File: config.mk
export PLATFORM = sky130hd
export DESIGN_NAME = bool_mask_split
export DESIGN_NICKNAME = d
export VERILOG_FILES = /design/src/rtl/masking_pkg.sv /design/src/rtl/bool_mask_layer.sv /design/src/rtl/lix_reg.sv /design/src/rtl/lix_xor.sv /design/src/rtl/bool_mask_split.sv
export SDC_FILE = /design/constraint.sdc
export NUM_CORES = 1
export LEC_CHECK = 0
export ABC_AREA = 1
export CAP_MARGIN = 15
export CORE_AREA = 2 2 183 185
export DETAILED_ROUTE_END_ITERATION = 16
export DIE_AREA = 0 0 185 187
export DONT_BUFFER_PORTS = 1
export PLACE_DENSITY = 0.36
export RECOVER_POWER = 50
export SKIP_CTS_REPAIR_TIMING = 1
export SLEW_MARGIN = 40
export SYNTH_ARGS = -nofsm -noshare
export SYNTH_HDL_FRONTEND = slang
export SYNTH_SLANG_ARGS = --single-unit
export TNS_END_PERCENT = 1
File: constraint.sdc
create_clock -name clk_i -period 2.13 [get_ports clk_i]
set_input_delay 0.426 -clock clk_i [delete_from_list [all_inputs] [get_ports clk_i]]
set_output_delay 0.426 -clock clk_i [all_outputs]
set_load 0.02 [all_outputs]
File: src/rtl/masking_pkg.sv
// Shared helpers for the masked datapath: share indexing and
// pipeline-depth functions used by split, recombine and B2A blocks.
package masking_pkg;

  function automatic int unsigned f_layers(input int unsigned n);
    return n - 1;
  endfunction

  function automatic int unsigned f_randnum(input int unsigned n);
    return n - 1;
  endfunction

  function automatic int unsigned share_slice(
    input int unsigned i,
    input int unsigned k
  );
    return i * k;
  endfunction

endpackage

File: src/rtl/bool_mask_layer.sv
// One masking layer J: folds r_J into share 0, deposits it as
// share J, passes the rest through, then registers the bus.
module bool_mask_layer
  import masking_pkg::*;
#(
  parameter  int K_WIDTH   = 32,
  parameter  int N_SHARES  = 3,
  parameter  int J         = 1,
  localparam int MASKWIDTH = K_WIDTH * N_SHARES
) (
  input  logic                 clk_i,
  input  logic                 rst_ni,
  input  logic                 en_i,
  input  logic [MASKWIDTH-1:0] s_i,
  input  logic [K_WIDTH-1:0]   r_i,
  output logic [MASKWIDTH-1:0] s_o
);

  logic [MASKWIDTH-1:0] s_d;

  // Share J is still all-zero on entry, so XOR-ing r_J
  // into it leaves exactly r_J.
  for (genvar i = 0; i < N_SHARES; i++) begin : g_sh
    if (i == 0 || i == J) begin : g_mix
      lix_xor #(
        .W(K_WIDTH)
      ) u_xor (
        .a_i(s_i[share_slice(i, K_WIDTH) +: K_WIDTH]),
        .b_i(r_i),
        .y_o(s_d[share_slice(i, K_WIDTH) +: K_WIDTH])
      );
    end else begin : g_pass
      assign s_d[share_slice(i, K_WIDTH) +: K_WIDTH] =
        s_i[share_slice(i, K_WIDTH) +: K_WIDTH];
    end
  end

  lix_reg #(
    .W(MASKWIDTH)
  ) u_sreg (
    .clk_i (clk_i),
    .rst_ni(rst_ni),
    .en_i  (en_i),
    .d_i   (s_d),
    .q_o   (s_o)
  );

endmodule

File: src/rtl/lix_reg.sv
// Leaf register cell: enable-gated D flop bank with async
// active-low clear.
module lix_reg #(
  parameter int W = 1
) (
  input  logic         clk_i,
  input  logic         rst_ni,
  input  logic         en_i,
  input  logic [W-1:0] d_i,
  output logic [W-1:0] q_o
);

  logic [W-1:0] data_q;
  logic [W-1:0] data_d;

  assign data_d = d_i;

  // Load on enable, hold otherwise, clear on reset.
  always_ff @(posedge clk_i or negedge rst_ni) begin
    if (!rst_ni) begin
      data_q <= '0;
    end else if (en_i) begin
      data_q <= data_d;
    end
  end

  assign q_o = data_q;

endmodule

File: src/rtl/lix_xor.sv
// Leaf XOR cell: bitwise XOR of two equal-width words,
// no carries between bits.
module lix_xor #(
  parameter int W = 1
) (
  input  logic [W-1:0] a_i,
  input  logic [W-1:0] b_i,
  output logic [W-1:0] y_o
);

  assign y_o = a_i ^ b_i;

endmodule

File: src/rtl/bool_mask_split.sv
// Boolean masking encoder: splits one word into N_SHARES shares,
// one fresh random word folded in per pipeline layer.
module bool_mask_split
  import masking_pkg::*;
#(
  parameter  int K_WIDTH   = 32,
  parameter  int N_SHARES  = 3,
  localparam int MASKWIDTH = K_WIDTH * N_SHARES,
  localparam int LAYERS    = int'(f_layers(N_SHARES)),
  localparam int RANDNUM   = int'(f_randnum(N_SHARES))
) (
  input  logic                         clk_i,
  input  logic                         rst_ni,
  input  logic                         i_dvld,
  input  logic                         i_rvld,
  input  logic [K_WIDTH-1:0]           i_x,
  input  logic [K_WIDTH*RANDNUM-1:0]   i_n,
  output logic [MASKWIDTH-1:0]         o_z,
  output logic                         o_dvld
);

  logic [LAYERS:0]      v;
  logic [LAYERS-1:0]    en;
  logic [MASKWIDTH-1:0] sh [0:LAYERS];

  assign v[0]  = i_dvld;
  assign sh[0] = {{(MASKWIDTH-K_WIDTH){1'b0}}, i_x};

  // Valid chain advances on every enabled cycle; each data
  // layer loads only when the word entering it is valid.
  for (genvar j = 0; j < LAYERS; j++) begin : g_vld
    assign en[j] = v[j] & i_rvld;

    lix_reg #(
      .W(1)
    ) u_vreg (
      .clk_i (clk_i),
      .rst_ni(rst_ni),
      .en_i  (i_rvld),
      .d_i   (v[j]),
      .q_o   (v[j+1])
    );
  end

  // Random word k rides k delay stages alongside its data
  // word, then is consumed by layer k+1.
  for (genvar k = 0; k < RANDNUM; k++) begin : g_layer
    logic [K_WIDTH-1:0] rd [0:k];

    assign rd[0] = i_n[k*K_WIDTH +: K_WIDTH];

    for (genvar m = 1; m <= k; m++) begin : g_rdly
      lix_reg #(
        .W(K_WIDTH)
      ) u_rreg (
        .clk_i (clk_i),
        .rst_ni(rst_ni),
        .en_i  (en[m-1]),
        .d_i   (rd[m-1]),
        .q_o   (rd[m])
      );
    end

    bool_mask_layer #(
      .K_WIDTH (K_WIDTH),
      .N_SHARES(N_SHARES),
      .J       (k + 1)
    ) u_layer (
      .clk_i (clk_i),
      .rst_ni(rst_ni),
      .en_i  (en[k]),
      .s_i   (sh[k]),
      .r_i   (rd[k]),
      .s_o   (sh[k+1])
    );
  end

  assign o_z    = sh[LAYERS];
  assign o_dvld = v[LAYERS];

endmodule
==> impl_results.rst, run 1 <==
.. list-table::
   :header-rows: 1

   * - Metric
     - Value
   * - Outcome
     - finished, violations left
   * - Violations in the final reports
     - hold timing
   * - Kind of launch point of the worst setup path
     - input port
   * - Required time reported for the critical path endpoint
     - between 2000 and 2500 ps
   * - Count of warnings emitted by yosys
     - 0
   * - Overall power
     - 9880 uW
   * - Clock Path Buffers
     - 2
   * - Worst slack on hold paths
     - -320 ps
   * - Number of global-route vias before repair
     - roughly 5800
   * - Largest net degree at the start of global routing
     - slightly below 200
   * - Reg2Reg Setup Slack
     - roughly 770 ps
   * - Final Hold Violating Endpoints
     - 194
   * - Capture instance of the worst register-to-register path
     - g_layer[1].u_layer.u_sreg.q_o[73]
   * - Clock tree from TritonCTS
     - done
   * - Highest fanout seen on the critical path
     - between 60 and 70
   * - Final net count
     - roughly 1100
   * - Leakage
     - roughly 0.0048 uW
   * - Pwr dens
     - ~1100 nW/um2
   * - Core ar.
     - about 33000 um2
   * - H-tree depth
     - 4
   * - Post-route setup TNS
     - 0 ps
   * - Global-route wire length before repair
     - 33.8 mm
   * - Number of remaining DRC errors
     - 0
   * - Worst-case headroom to the max-slew limit
     - under 10%
   * - All-layer global routing usage
     - about an eighth
   * - Sequential element share of the synthesized area
     - approximately 60%
   * - TritonCTS buffer count
     - 17
   * - Detail Route Antenna Nets
     - 0
   * - Setup repair after global routing missed its margin
     - false
   * - Number of nets in the synthesized netlist
     - roughly 1100
   * - Delay of the slowest cell on the worst path
     - slightly above 1000 ps
   * - Path type of the worst setup path
     - input port to register
   * - Layout Area Growth over Synthesis
     - 13.6%
   * - Antenna violations before repair
     - 0
   * - Category of the worst setup path capture point
     - register
   * - Number of cells traversed by the worst register-to-register path
     - 3
   * - Max-slew violation count
     - 0
   * - Top-level port count
     - ~200
   * - Global placement routability congestion
     - approximately 0.7
   * - Worst-path cell with the longest stage delay
     - sky130_fd_sc_hd__clkbuf_2
   * - WL final
     - 21.0 mm
   * - Number of cell rows
     - 67
   * - Final core utilization
     - roughly 28%
   * - Critical-path cell list
     - nand2_4, clkbuf_2, o21ai_0
   * - Number of storage elements in the synthesis netlist
     - a little under 200
   * - TritonRoute pass-1 iters
     - 4
   * - Endpoint arrival time on the critical path
     - 1790 ps
   * - Hold/Removal Path Class
     - input port to asynchronous set/reset pin
   * - Max frequency
     - 0.656 GHz
   * - Total Die Area
     - roughly 35000 um2
   * - Register area
     - roughly 4900 um2
   * - Clock transition at the register clock pins on the worst setup and hold paths after CTS
     - roughly 70 ps
   * - Iteration-0 DRC Markers
     - about 320
   * - Vias
     - approximately 5800
   * - Final cycle utilization of the critical path
     - between 70% and 80%
   * - Clock root cell
     - sky130_fd_sc_hd__clkbuf_16
   * - Insertion delay to the later sink of the worst-skew pair
     - about 440 ps
   * - Count of input and output buffers
     - 0
   * - Die H
     - about 190 um
   * - Actual transition at the worst max-transition pin
     - about 1400 ps
   * - Final Cell Area
     - 9150 um2
   * - CP bufs+invs
     - 1
   * - Sink Count
     - 194
   * - Reg2reg start
     - g_vld[0].u_vreg.q_o
   * - Maximum Capacitance Violations
     - 0
   * - Post-DP HPWL
     - roughly 13 mm
   * - Worst-case clock skew
     - 10.0 ps
   * - Average footprint of a synthesized cell
     - 8.24 um2
   * - Setup violations, final
     - 0
   * - Post-synthesis instance area
     - 8060 um2
   * - Placed Instance Area
     - 8550 um2
   * - Post-synthesis cell type count
     - 13
   * - Cell count after synthesis
     - slightly below 1000
   * - Routed via count divided by cell count
     - 4.08
   * - Area of the multi-input gates
     - 2510 um2
   * - Overflow after GRT
     - 0
   * - Post-DR wirelength/cell
     - 14.8 um
   * - Final Critical Period
     - around 1500 ps
   * - Starting density of the core
     - between 20% and 30%
   * - Fraction of final layout cells with drive strength greater than 1
     - approximately 4.3%
   * - Number of diodes
     - 0
   * - Worst IR drop on VDD
     - 0.489 mV
   * - DIE WIDTH
     - 185 um
   * - Top cell family by delay on the critical path
     - buffers and inverters
   * - Count of filler cells inserted in the layout
     - about 3600
[cell type report]
cell class	instances	area share [%]
tap	448	6.12
timing repair buffer	7	0.861
clock buffer	19	4.95
inverter	132	5.43
clock inverter	13	2.12
multi-input combinational	612	27.5
sequential	194	53.0
[flip-flops by register name, indices dropped and copies added, names as in the netlist]
signal	flops
g_vld.u_vreg.q_o	2
g_layer.u_layer.u_sreg.q_o	160
g_layer.g_rdly.u_rreg.q_o	32
[kinds of logic (layout without fill, tap and decap cells)]
group                  count (synthesis)  in the layout  synth area share, %
AO/OA/AOI/OAI                         98             98                 6.09
buffers and inverters                172            171                 8.70
flip-flops                           194            194                 60.2
AND/OR/NAND/NOR                      514            514                 25.0
[synth_stat cells (all sizes together)]
cell | number | share of area, %
nand2 | 450 | 21
dfrtp | 194 | 60
inv | 132 | 6.1
o21ai | 98 | 6.1
nand3 | 64 | 4.0
buf | 32 | 2.2
clkbuf | 8 | 0.37
[where the power goes]
part / switching (uW) / internal, uW
registers: 1020 / 4320
clock network: 1540 / 2050
logic: 580 / 368
total: 3130 / 6740
[layout by cell type (no fill, tap or decap)]
cell	count
sky130_fd_sc_hd__inv_6	5
sky130_fd_sc_hd__o21ai_1	11
sky130_fd_sc_hd__nand2_1	448
sky130_fd_sc_hd__dfrtp_1	194
sky130_fd_sc_hd__clkinvlp_4	1
sky130_fd_sc_hd__clkbuf_16	17
sky130_fd_sc_hd__buf_12	3
sky130_fd_sc_hd__nand3_1	64
sky130_fd_sc_hd__inv_2	1
sky130_fd_sc_hd__inv_1	130
sky130_fd_sc_hd__clkbuf_2	3
sky130_fd_sc_hd__nand2_4	2
sky130_fd_sc_hd__clkinv_2	1
sky130_fd_sc_hd__clkbuf_1	1
sky130_fd_sc_hd__bufinv_16	4
sky130_fd_sc_hd__clkinv_4	2
sky130_fd_sc_hd__clkbuf_8	2
sky130_fd_sc_hd__o21ai_0	87
sky130_fd_sc_hd__clkinvlp_2	1
[metal layers]
metal  track usage (%)  wire, um  vias up
met3              4.96      1680       16
met2              19.0      9230      133
li1                  -         -     2931
met4              4.03       290        0
met1              17.1      9840     2727
met5                 0         0        -
[stage by stage]
step | std cells | worst slack, ps
final | 1425 | 606
after global routing | 1425 | 355
after CTS | 1425 | 704
after detailed placement | 1393 | 712
after global placement | 1393 | 728
after floorplan | 978 | 1020
[worst max path at each step]
stage,startpoint,endpoint,slack [ps],cells past startpoint
final,i_dvld,g_layer[0].u_layer.u_sreg.q_o[48],610,3
after global routing,i_dvld,g_layer[0].u_layer.u_sreg.q_o[45],360,3
after CTS,g_layer[1].u_layer.u_sreg.q_o[40],o_z[40],700,0
after detailed placement,i_rvld,g_layer[1].u_layer.u_sreg.q_o[9],710,5
after global placement,i_rvld,g_layer[1].u_layer.u_sreg.q_o[10],730,5
after floorplan,i_dvld,g_vld[0].u_vreg.q_o,1020,4
(Power assumes the default switching activity.)
==> run 2: changes to the inputs <==
- PLACE_DENSITY: 0.36 -> 0.37
- clock period: 2.13 -> 1.35 ns (I/O delays scaled with it)
==> run 2 against run 1 <==
  * Sequential share of layout area decreased by 3.4 points
  * Setup slack lost 520 ps
  * Wire length is 0.59% higher
  * The flow still finishes with violations (hold timing)
  * Core utilization up 1.9 points
  * Sequential power up 58%
  * Clock skew rose by 1.9 ps
==> impl_results.rst, run 2 (synthesis gave the netlist of run 1 again) <==
.. list-table::
   :header-rows: 1

   * - Metric
     - Value
   * - Kind of launch point of the worst setup path
     - register
   * - Detail Route Antenna Nets
     - 0 (unchanged)
   * - Most used cells in the layout excluding fill and tap cells
     - sky130_fd_sc_hd__nand2_1, sky130_fd_sc_hd__dfrtp_1, sky130_fd_sc_hd__inv_1
   * - Number of remaining DRC errors
     - 0 (unchanged)
   * - Overflow after GRT
     - 0 (unchanged)
   * - Worst-case clock skew
     - 11.9 ps (+1.87 ps)
   * - Reg2Reg Setup Slack
     - 260 ps (-510 ps)
   * - Clock root cell
     - sky130_fd_sc_hd__clkbuf_16
   * - Post-route setup TNS
     - 0 ps (unchanged)
   * - WL final
     - 21.2 mm (+0.59%)
   * - Vias
     - 6009 (+3.5%)
   * - Number of cells traversed by the worst register-to-register path
     - 5 (+2)
   * - Worst slack on hold paths
     - -476 ps (-156 ps)
   * - Clock tree from TritonCTS
     - done
   * - Pwr dens
     - 1610 nW/um2 (+49%)
   * - Die H
     - 187 um (unchanged)
   * - Max frequency
     - between 0.7 and 0.8 GHz
   * - Reg2reg start
     - g_vld[0].u_vreg.q_o
   * - Global-route wire length before repair
     - 34.3 mm (+1.5%)
   * - Outcome
     - finished, violations left
   * - TritonRoute pass-1 iters
     - 4 (unchanged)
   * - Antenna violations before repair
     - 0 (unchanged)
   * - Hold/Removal Path Class
     - input port to asynchronous set/reset pin
   * - Final Cell Area
     - 9770 um2 (+6.8%)
   * - Sink Count
     - 194 (unchanged)
   * - Number of cell rows
     - 67 (unchanged)
   * - DIE WIDTH
     - 185 um (unchanged)
   * - Count of input and output buffers
     - 0 (unchanged)
   * - Largest net degree at the start of global routing
     - 195 (unchanged)
   * - Violations in the final reports
     - hold timing
   * - Number of flip-flops in the largest register
     - 160 (unchanged)
   * - Max-slew violation count
     - 0 (unchanged)
   * - Top-level port count
     - 197 (unchanged)
   * - Global placement routability congestion
     - 0.695 (-0.44%)
   * - Setup violations, final
     - 0 (unchanged)
   * - Setup repair after global routing missed its margin
     - false
   * - Path type of the worst setup path
     - register to output port
   * - Leakage
     - 0.00508 uW (+5.4%)
   * - Insertion delay to the later sink of the worst-skew pair
     - 440 ps (about the same)
   * - Count of filler cells inserted in the layout
     - 3582 (-0.17%)
   * - Actual transition at the worst max-transition pin
     - 355 ps (-1000 ps)
   * - Required time reported for the critical path endpoint
     - 1080 ps (-1320 ps)
   * - Starting density of the core
     - 24.5% (unchanged)
   * - Final cycle utilization of the critical path
     - between 90% and 100%
   * - Number of global-route vias before repair
     - 5885 (+2.0%)
   * - Critical path depth
     - 0 (-3)
   * - Clock Path Buffers
     - 2 (unchanged)
   * - Final net count
     - 1120 (+5.3%)
   * - Number of diodes
     - 0 (unchanged)
   * - Post-DP HPWL
     - 13.4 mm (+2.6%)
   * - Layout Area Growth over Synthesis
     - 21.3%
   * - Placed Instance Area
     - 8600 um2 (+0.56%)
   * - Maximum Capacitance Violations
     - 0 (unchanged)
   * - H-tree depth
     - 4 (unchanged)
   * - Capture instance of the worst register-to-register path
     - g_layer[1].u_layer.u_sreg.q_o[11]
   * - Final Hold Violating Endpoints
     - 197 (+1.5%)
   * - Fraction of final layout cells with drive strength greater than 1
     - 4.36% (+0.057 points)
   * - Endpoint arrival time on the critical path
     - 990 ps (-800 ps)
   * - All-layer global routing usage
     - 13.0% (+0.18 points)
   * - TritonCTS buffer count
     - 17 (unchanged)
   * - Total Die Area
     - 34600 um2 (unchanged)
   * - Final Critical Period
     - approximately 1300 ps
   * - Worst-case headroom to the max-slew limit
     - 76.3% (+67 points)
   * - Highest fanout seen on the critical path
     - 2 (-97%)
   * - Category of the worst setup path capture point
     - output port
   * - Most common library cell in the layout ignoring fill and taps
     - sky130_fd_sc_hd__nand2_1
   * - Post-DR wirelength/cell
     - 14.3 um (-3.2%)
   * - Core ar.
     - 32900 um2 (unchanged)
   * - Iteration-0 DRC Markers
     - 318 (+0.63%)
   * - Clock transition at the register clock pins on the worst setup and hold paths after CTS
     - 70 ps (about the same)
   * - Routed via count divided by cell count
     - 4.06 (-0.43%)
   * - Worst IR drop on VDD
     - 0.838 mV (+71%)
==> run 2: report_power, final <==
part           total (uW)  switching, uW  internal [uW]
clock                5620           2420           3190
sequential           8430           1610           6820
combinational        1660            945            714
==> run 2: worst max path at each step <==
| stage | start | end | slack [ps] |
|---|---|---|---|
| after global routing | g_layer[1].u_layer.u_sreg.q_o[21] | o_z[21] | 50 |
| final | g_layer[1].u_layer.u_sreg.q_o[21] | o_z[21] | 90 |
| after global placement | i_dvld | g_layer[0].u_layer.u_sreg.q_o[31] | 270 |
| after detailed placement | g_vld[0].u_vreg.q_o | g_layer[1].u_layer.u_sreg.q_o[30] | 250 |
| after floorplan | g_vld[0].u_vreg.q_o | g_vld[1].u_vreg.q_o | 300 |
| after CTS | g_layer[1].u_layer.u_sreg.q_o[21] | o_z[21] | 50 |
==> run 2: layout make-up <==
cell class | instances | area [um2] | share of cell area, %
Timing Repair Buffer | 63 | 706 | 7.22
Tap cell | 448 | 561 | 5.74
Multi-Input combinational cell | 612 | 2510 | 25.7
Sequential cell | 194 | 4850 | 49.7
Clock inverter | 13 | 195 | 2.00
Inverter | 132 | 497 | 5.08
Clock buffer | 19 | 443 | 4.53
==> run 2: per-stage QoR <==
stage	total power (uW)	instances	hold slack (ps)	utilization, %	setup slack [ps]
after CTS	15900	1428	-516	28.1	49.5
after floorplan	9480	978	-25.6	-	300
after global routing	16700	1481	-513	29.7	49.7
after detailed placement	10100	1396	-15.2	26.2	247
after global placement	10100	1396	-16.4	26.2	268
final	15700	1481	-476	29.7	85.3
==> run 2: metal layers <==
layer | track usage, % | up-vias | share of wire [%]
met5 | 0 | - | 0
met2 | 19.5 | 137 | 44
met3 | 4.98 | 17 | 7.8
met1 | 17.2 | 2803 | 46
met4 | 4.21 | 0 | 1.4
li1 | - | 3052 | -
==> run 3: changes to the inputs <==
- CTS_BUF_LIST: not set -> sky130_fd_sc_hd__clkbuf_16
- REMOVE_ABC_BUFFERS: not set -> 1
==> run 3 against run 2 <==
  * The flow still finishes with violations (hold timing)
  * Fmax is 0.94% higher
  * Sequential cell count stayed put
  * Combinational power is 2% lower
  * Non-clock buffer count is 3 lower
  * Critical path depth is 5 higher
  * Via count is 1.3% lower
  * Clock power is 16% lower
  * Setup slack better by 12 ps
  * Sequential share of layout area is 1.0 points higher
  * Critical path type is now input port to register
  * Critical endpoint is now g_layer[0].u_layer.u_sreg.q_o[2]
  * Highest routed layer unchanged
==> impl_results.rst, run 3 (synthesis gave the netlist of run 1 again) <==
.. list-table::
   :header-rows: 1

   * - Metric
     - Value
   * - Outcome
     - finished, violations left
   * - Violations in the final reports
     - hold timing
   * - All-layer global routing usage
     - 12.6% (-0.39 points)
   * - Clock transition at the register clock pins on the worst setup and hold paths after CTS
     - 70 ps (about the same)
   * - Pwr dens
     - 1540 nW/um2 (-4.3%)
   * - Fraction of final layout cells with drive strength greater than 1
     - 3.79% (-0.57 points)
   * - Layout Area Growth over Synthesis
     - 18.9%
   * - TritonCTS buffer count
     - 17 (unchanged)
   * - Worst IR drop on VDD
     - 0.902 mV (+7.7%)
   * - Max frequency
     - 0.798 GHz (+0.94%)
   * - H-tree depth
     - 4 (unchanged)
   * - Insertion delay to the later sink of the worst-skew pair
     - 440 ps (about the same)
   * - Most common library cell in the layout ignoring fill and taps
     - sky130_fd_sc_hd__nand2_1
   * - Category of the worst setup path capture point
     - register
   * - Largest net degree at the start of global routing
     - 195 (unchanged)
   * - Actual transition at the worst max-transition pin
     - 720 ps (+365 ps)
   * - Post-route setup TNS
     - 0 ps (unchanged)
   * - Path type of the worst setup path
     - input port to register
   * - Highest fanout seen on the critical path
     - 2 (unchanged)
   * - Number of global-route vias before repair
     - 5794 (-1.5%)
   * - Number of cell rows
     - 67 (unchanged)
   * - Clock tree from TritonCTS
     - done
   * - Final Hold Violating Endpoints
     - 197 (unchanged)
   * - Final core utilization
     - 29.1% (-0.59 points)
   * - Global-route wire length before repair
     - 33.0 mm (-3.9%)
   * - Clock root cell
     - sky130_fd_sc_hd__clkbuf_16
   * - Top-level port count
     - 197 (unchanged)
   * - Post-DR wirelength/cell
     - 14.2 um (-0.88%)
   * - Starting density of the core
     - 24.5% (unchanged)
   * - Iteration-0 DRC Markers
     - 214 (-33%)
   * - WL final
     - 20.9 mm (-1.1%)
   * - Overflow after GRT
     - 0 (unchanged)
   * - Number of diodes
     - 0 (unchanged)
   * - Total Die Area
     - 34600 um2 (unchanged)
   * - Sink Count
     - 194 (unchanged)
   * - Number of cells in the design after placement
     - 1394 (-0.14%)
   * - TritonRoute pass-1 iters
     - 4 (unchanged)
   * - Number of remaining DRC errors
     - 0 (unchanged)
   * - Worst-case clock skew
     - 11.8 ps (-0.0970 ps)
   * - Most used cells in the layout excluding fill and tap cells
     - sky130_fd_sc_hd__nand2_1, sky130_fd_sc_hd__dfrtp_1, sky130_fd_sc_hd__inv_1
   * - Final net count
     - 1117 (-0.27%)
   * - Vias
     - 5932 (-1.3%)
   * - Final Critical Period
     - 1250 ps (-11.8 ps)
   * - Detail Route Antenna Nets
     - 0 (unchanged)
   * - Count of input and output buffers
     - 0 (unchanged)
   * - Worst slack on hold paths
     - -473 ps (+3.03 ps)
   * - Clock Path Buffers
     - 2 (unchanged)
   * - Kind of launch point of the worst setup path
     - input port
   * - Endpoint arrival time on the critical path
     - 1580 ps (+590 ps)
   * - Core ar.
     - 32900 um2 (unchanged)
   * - Die H
     - 187 um (unchanged)
   * - Overall power
     - 14700 uW (-6.2%)
   * - Required time reported for the critical path endpoint
     - 1680 ps (+600 ps)
   * - Leakage
     - 0.00499 uW (-1.7%)
   * - Final standard cell count with taps included and fillers excluded
     - 1477 (-0.27%)
   * - Maximum Capacitance Violations
     - 0 (unchanged)
   * - Antenna violations before repair
     - 0 (unchanged)
   * - Max-slew violation count
     - 0 (unchanged)
   * - Post-DP HPWL
     - 12.5 mm (-6.4%)
   * - Setup repair after global routing missed its margin
     - false
   * - DIE WIDTH
     - 185 um (unchanged)
   * - Setup violations, final
     - 0 (unchanged)
   * - Worst-case headroom to the max-slew limit
     - 52.0% (-24 points)
   * - Number of flip-flops in the largest register
     - 160 (unchanged)
   * - Routed via count divided by cell count
     - 4.02 (-1.0%)
   * - Global placement routability congestion
     - 0.687 (-1.2%)
   * - Hold/Removal Path Class
     - input port to asynchronous set/reset pin
   * - Final cycle utilization of the critical path
     - 92.8% (-0.87 points)
run 3: cell types whose count changed in the layout (fill, tap and decap cells not counted), sizes merged:
cell | previous run | this run
clkinv | 3 | 4
dlygate4sd3 | 53 | 52
clkbuf | 19 | 18
bufinv | 4 | 0
buf | 10 | 7
inv | 136 | 138
clkinvlp | 2 | 4
run 3: critical path: stages:
cell,delay [ps]
sky130_fd_sc_hd__dlygate4sd3_1,560
sky130_fd_sc_hd__nand2_1,60
sky130_fd_sc_hd__dlygate4sd3_1,550
sky130_fd_sc_hd__nand3_1,80
sky130_fd_sc_hd__nand2_1,60
run 3: stage by stage:
stage	worst slack, ps	area (um2)
final	97.1	9580
after global routing	24.5	9580
after CTS	56.5	9090
after detailed placement	211	8570
after global placement	246	8570
after floorplan	-2280	7850
run 3: cell type report:
cell class	count	area, um2
Multi-Input combinational cell	612	2510
Clock buffer	17	425
Timing Repair Buffer	60	641
Sequential cell	194	4850
Fill cell	3610	23300
Inverter	132	495
Clock inverter	14	91.3
Tap cell	448	561
run 3: worst paths after layout:
check,from,slack [ps],depth (start not counted),to
worst max register to register,g_vld[0].u_vreg.q_o,220,3,g_layer[1].u_layer.u_sreg.q_o[74]
worst min-delay path,rst_ni,-470,0,g_layer[1].u_layer.u_sreg.q_o[61]
min in group clk_i,i_n[29],-10,2,g_layer[0].u_layer.u_sreg.q_o[61]
worst min register to register,g_layer[0].u_layer.u_sreg.q_o[60],460,2,g_layer[1].u_layer.u_sreg.q_o[60]
worst max-delay path,i_n[2],100,5,g_layer[0].u_layer.u_sreg.q_o[2]
max in group asynchronous,rst_ni,1540,0,g_layer[0].u_layer.u_sreg.q_o[41]
run 3: routing by layer:
metal	track usage [%]	share of wire, %	vias up	routed length [um]
met5	0	0	-	0
met4	4.03	1.4	0	286
met3	5.51	8.0	14	1660
met2	20.6	47	127	9750
met1	14.7	44	2745	9230
li1	-	-	3046	-
run 3: power breakdown:
part / switching (uW) / internal, uW / total (uW)
sequential: 1580 / 6820 / 8400
clock: 2370 / 2340 / 4720
combinational: 932 / 693 / 1620
total: 4880 / 9860 / 14700
==> patch 1 (config.mk and constraints of run 2) <==
Make the reset (`rst_ni`) synchronous in one clocked block. Comments in the files are not updated.
--- a/src/rtl/lix_reg.sv
+++ b/src/rtl/lix_reg.sv
@@ -16,7 +16,7 @@
   assign data_d = d_i;
 
   // Load on enable, hold otherwise, clear on reset.
-  always_ff @(posedge clk_i or negedge rst_ni) begin
+  always_ff @(posedge clk_i) begin
     if (!rst_ni) begin
       data_q <= '0;
     end else if (en_i) begin
Function: differs if rst_ni is asserted again (counterexample within 4 cycles, from zero or initial values and one cycle with rst_ni low); with rst_ni held inactive, the same outputs for 10 cycles.
==> patch 1 against run 2 <==
- the flow still finishes with violations (negative hold slack)
- setup slack worse by 0.012 ns
- synthesized area down 1.0%
- wire length up 19%
- hold slack better by 0.46 ns
- final area down 3.8%
- sequential cell count unchanged
- power down 19%
- sequential power down 24%
- combinational power down 28%
- critical endpoint is now g_layer[1].u_layer.u_sreg.q_o[39]
- largest power group unchanged
==> patch 1: results (changes against run 2) <==
[critical_path]
arrival_ns = 1.66  ; was 0.99 ns
crit_family = buffers and inverters
crit_fanout = 124  ; was 2
cp_slowest_cell = dlygate4sd3_1
reg2reg_depth = 4  ; was 5
worst_path_largest_cell_delay_ns = 1.01

[placement]
dpl.hpwl_um = 16100  ; was 13400 um
dpl.cell_count = 1601  ; was 1396
pre_cts_ws_ns = 0.177  ; was 0.247 ns
placed_area_um2 = 8490  ; was 8600 um2
gp_congestion = 0.715  ; was 0.695

[final_layout]
layout-drive-gt1-share = 0.0443  ; was 0.0436
utilization = 0.286  ; was 0.297
final_nets = 1309  ; was 1120
fillCellCount = 3715  ; was 3582

[route]
wl_per_cell_um = 15.1  ; was 14.3 um
drt-initial-drc-count = 239  ; was 318
vias = 6848  ; was 6009
routed_via_density = 4.11  ; was 4.06

[power_and_ir_drop]
leakage_uw = 0.00437  ; was 0.00508 uW
vdd_drop_max_v = 0.000863  ; was 0.000838 V
p_seq_frac = 0.502  ; was 0.537
switchingPower_uw = 3460  ; was 4980 uW

[worst_hold_path]
hp-class = primary input to flop  ; was primary input to asynchronous set/reset pin

[run_status]
status = finished with violations  ; unchanged
violations = negative hold slack  ; unchanged

[grt]
antenna_found_initial = 3  ; was 0
grt_pass1_vias = 6384  ; was 5885
grt_pass1_wl_um = 37100  ; was 34300 um
gr-usage-all-layers = 0.142  ; was 0.130
grt_max_degree = 194  ; was 195

[synthesis]
syn_area_per_cell_um2 = 6.68  ; was 8.24 um2
synth-seq-area-share = 0.487  ; was 0.602
synth.distinct_cells = 13  ; unchanged
netlist_top_cells_count = 322 x nand2_1, 256 x nor2_1, 194 x dfxtp_1  ; was 449 x nand2_1, 194 x dfrtp_1, 130 x inv_1
synth_flop_cell = dfxtp_1  ; was dfrtp_1
synth_area_leaders = dfxtp_1 49%, nand2_1 15%, nor2_1 12%  ; was dfrtp_1 60%, nand2_1 21%, inv_1 6.1%
synthArstFlopShare = 0  ; was 1.00

[timing]
hold_ws_ns = -0.0137  ; was -0.476 ns
hold_violations = 16  ; was 197
finClkSkew_ns = 0.00815  ; was 0.0119 ns

-- patch 1: power groups by stage --
| stage | logic, uW | clock network [uW] | registers (uW) |
|---|---|---|---|
| after global placement | 1090 | 0 | 6550 |
| after detailed placement | 1100 | 0 | 6560 |
| final | 1200 | 5160 | 6410 |
| after floorplan | 893 | 0 | 6480 |
| after global routing | 1430 | 5580 | 6460 |
| after CTS | 1100 | 5400 | 6420 |
-- patch 1: layout make-up --
type	instances	area share
repair buffers	58	0.0634
inverters	164	0.0660
well taps	448	0.0597
flip-flops and latches	194	0.413
clock buffers	18	0.0467
clock inverters	12	0.0142
multi-input cells	774	0.337
-- patch 1: routing by layer --
| metal | vias to the layer above | wire (um) | global-route usage |
|---|---|---|---|
| li1 | 3617 | - | - |
| met1 | 3058 | 10400 | 0.160 |
| met2 | 147 | 12100 | 0.242 |
| met3 | 24 | 2270 | 0.0607 |
| met4 | 2 | 342 | 0.0440 |
| met5 | - | 13 | 0 |
-- patch 1: path summary, 6_finish.rpt --
check / startpoint / to / slack (ns)
min: i_n[15] / g_layer[0].u_layer.u_sreg.q_o[47] / -0.01
max reg2reg: g_vld[0].u_vreg.q_o / g_layer[1].u_layer.u_sreg.q_o[39] / 0.13
max: rst_ni / g_layer[1].u_layer.u_sreg.q_o[39] / 0.07
min reg2reg: g_layer[0].u_layer.u_sreg.q_o[40] / g_layer[0].u_layer.u_sreg.q_o[40] / 0.48
-- patch 1: cells by family after synthesis --
| kind of cell | count (synthesis) | synth area share |
|---|---|---|
| flip-flops | 194 | 0.487 |
| AND/OR/NAND/NOR | 580 | 0.274 |
| AO/OA/AOI/OAI | 194 | 0.122 |
| buffers and inverters | 225 | 0.118 |
==> patch 2 (settings of run 2) <==
Made on the original files. `K_WIDTH` is set to 32 in 2 places; all go to 64.
--- a/src/rtl/bool_mask_layer.sv
+++ b/src/rtl/bool_mask_layer.sv
@@ -3,7 +3,7 @@
 module bool_mask_layer
   import masking_pkg::*;
 #(
-  parameter  int K_WIDTH   = 32,
+  parameter  int K_WIDTH   = 64,
   parameter  int N_SHARES  = 3,
   parameter  int J         = 1,
   localparam int MASKWIDTH = K_WIDTH * N_SHARES
--- a/src/rtl/bool_mask_split.sv
+++ b/src/rtl/bool_mask_split.sv
@@ -3,7 +3,7 @@
 module bool_mask_split
   import masking_pkg::*;
 #(
-  parameter  int K_WIDTH   = 32,
+  parameter  int K_WIDTH   = 64,
   parameter  int N_SHARES  = 3,
   localparam int MASKWIDTH = K_WIDTH * N_SHARES,
   localparam int LAYERS    = int'(f_layers(N_SHARES)),
Interface: changed (resized i_n, i_x and o_z); port bits go from 197 to 389. No check against the original RTL was run, so the function may have changed too.
==> patch 2 against run 2 <==
- the run still ends with negative hold slack left
- synthesized area up 99%
- final area grew 100%
- sequential cell count grew 192
- wire length up 95%
- power increased by 100%
- synthesized cell count is 99% higher
- setup slack got worse by 0.056 ns
- combinational power rose by 120%
- sequential share of layout area down 1.3 points
- count of clock-buffer cells in the layout up 44
- largest power group unchanged
==> patch 2: results (changes against run 2) <==
[run_status]
status = finished with violations  ; unchanged
violations = negative hold slack  ; unchanged

[power_and_ir_drop]
leakage_uw = 0.0106  ; was 0.00508 uW
vdd_drop_max_v = 0.000912  ; was 0.000838 V
switching_share = 0.308  ; was 0.317

[timing]
worst_slew_margin_rel = 0.356  ; was 0.763
finClkSkew_ns = 0.0159  ; was 0.0119 ns
hold_violations = 404  ; was 197
finalCritPeriodShare = 0.978  ; was 0.937
hold_ws_ns = -0.562  ; was -0.476 ns

[critical_path]
rrSetupSlack_ns = 0.14  ; was 0.26 ns
r2r_start = g_vld[0].u_vreg.q_o  ; unchanged
arrival_ns = 1.05  ; was 0.99 ns
reg2reg_depth = 3  ; was 5
startpoint = g_layer[1].u_layer.u_sreg.q_o[117]  ; was g_layer[1].u_layer.u_sreg.q_o[21]
r2r_end = g_vld[1].u_vreg.q_o  ; was g_layer[1].u_layer.u_sreg.q_o[11]
crit_path_end = o_z[117]  ; was o_z[21]

[synthesis]
synth_nets = 2146  ; was 1078
synth_area_leaders = dfrtp_1 60%, nand2_1 21%, inv_1 6.0%  ; was dfrtp_1 60%, nand2_1 21%, inv_1 6.1%
synth_flop_cell = dfrtp_1  ; unchanged
netlist_top_cells_count = 898 x nand2_1, 386 x dfrtp_1, 258 x inv_1  ; was 449 x nand2_1, 194 x dfrtp_1, 130 x inv_1
ys_warn_count = 0  ; unchanged
synthArstFlopShare = 1.00  ; unchanged
syn_area_per_cell_um2 = 8.23  ; was 8.24 um2
synth.distinct_cells = 11  ; was 13
synth-seq-area-share = 0.602  ; about the same

[grt]
grt_util_met2 = 0.365  ; was 0.195
grt_use_met1 = 0.288  ; was 0.172
grt_pass1_vias = 11400  ; was 5885
grt_pass1_wl_um = 62300  ; was 34300 um
met3_usage = 0.0855  ; was 0.0498
gr-usage-all-layers = 0.228  ; was 0.130
antenna_found_initial = 2  ; was 0
grt_max_degree = 387  ; was 195

[route]
wl_met2_um = 19700  ; was 9370 um
top_layer_used = met4  ; unchanged
drt-initial-drc-count = 629  ; was 318
vias = 12600  ; was 6009
route.met3.wl_um = 3260  ; was 1660 um
wl_um = 41200  ; was 21200 um
wl_per_cell_um = 15.8  ; was 14.3 um
met1_length_um = 17400  ; was 9840 um

[clock_network]
clock_latency_ns = 0.53  ; was 0.44 ns
cts_htree_levels = 2  ; was 4
cts_made_buffers = 43  ; was 17
clk_path_buf_depth = 3  ; was 2
clk_pin_slew_worst_paths_ns = 0.06

[final_layout]
fillCellCount = 2935  ; was 3582
largest_reg_flops = 320  ; was 160
final_nets = 2332  ; was 1120
layout-drive-gt1-share = 0.0476  ; was 0.0436

[placement]
placed_area_um2 = 16600  ; was 8600 um2
gp_congestion = 0.804  ; was 0.695
dpl.hpwl_um = 26100  ; was 13400 um
pre_cts_ws_ns = 0.134  ; was 0.247 ns
io_buffer_count = 0  ; unchanged

[worst_hold_path]
hp-class = primary input to asynchronous set/reset pin  ; unchanged

patch 2: cell types whose count changed after synthesis, moves of 2 or more:
cell and change:
buf_2 +41, buf_4 +5, clkbuf_1 -2, clkbuf_2 +2, dfrtp_1 +192, inv_1 +128
nand2_1 +449, nand3_1 +64, o21ai_0 +3, o21ai_1 +93
patch 2: kinds of logic after synthesis:
logic type | synth area share
buf+inv | 0.0879
compound gates | 0.0605
simple gates | 0.250
flops | 0.602
patch 2: cell type report:
cell class	instances	area, um2	area share
diodes	2	5.00	0.000250
clock buffers	63	1270	0.0637
clock inverters	10	103	0.00513
inverters	260	983	0.0492
multi-input cells	1220	5000	0.250
flip-flops and latches	386	9670	0.483
well taps	448	561	0.0280
repair buffers	225	2410	0.120
patch 2: power groups by stage:
stage               clock [uW]  combinational (uW)  sequential, uW
floorplan                    0                2540           16400
global placement             0                3040           17100
detailed placement           0                3150           17100
CTS                      11700                3170           16900
global route             12200                4260           17200
finish                   11400                3610           16900
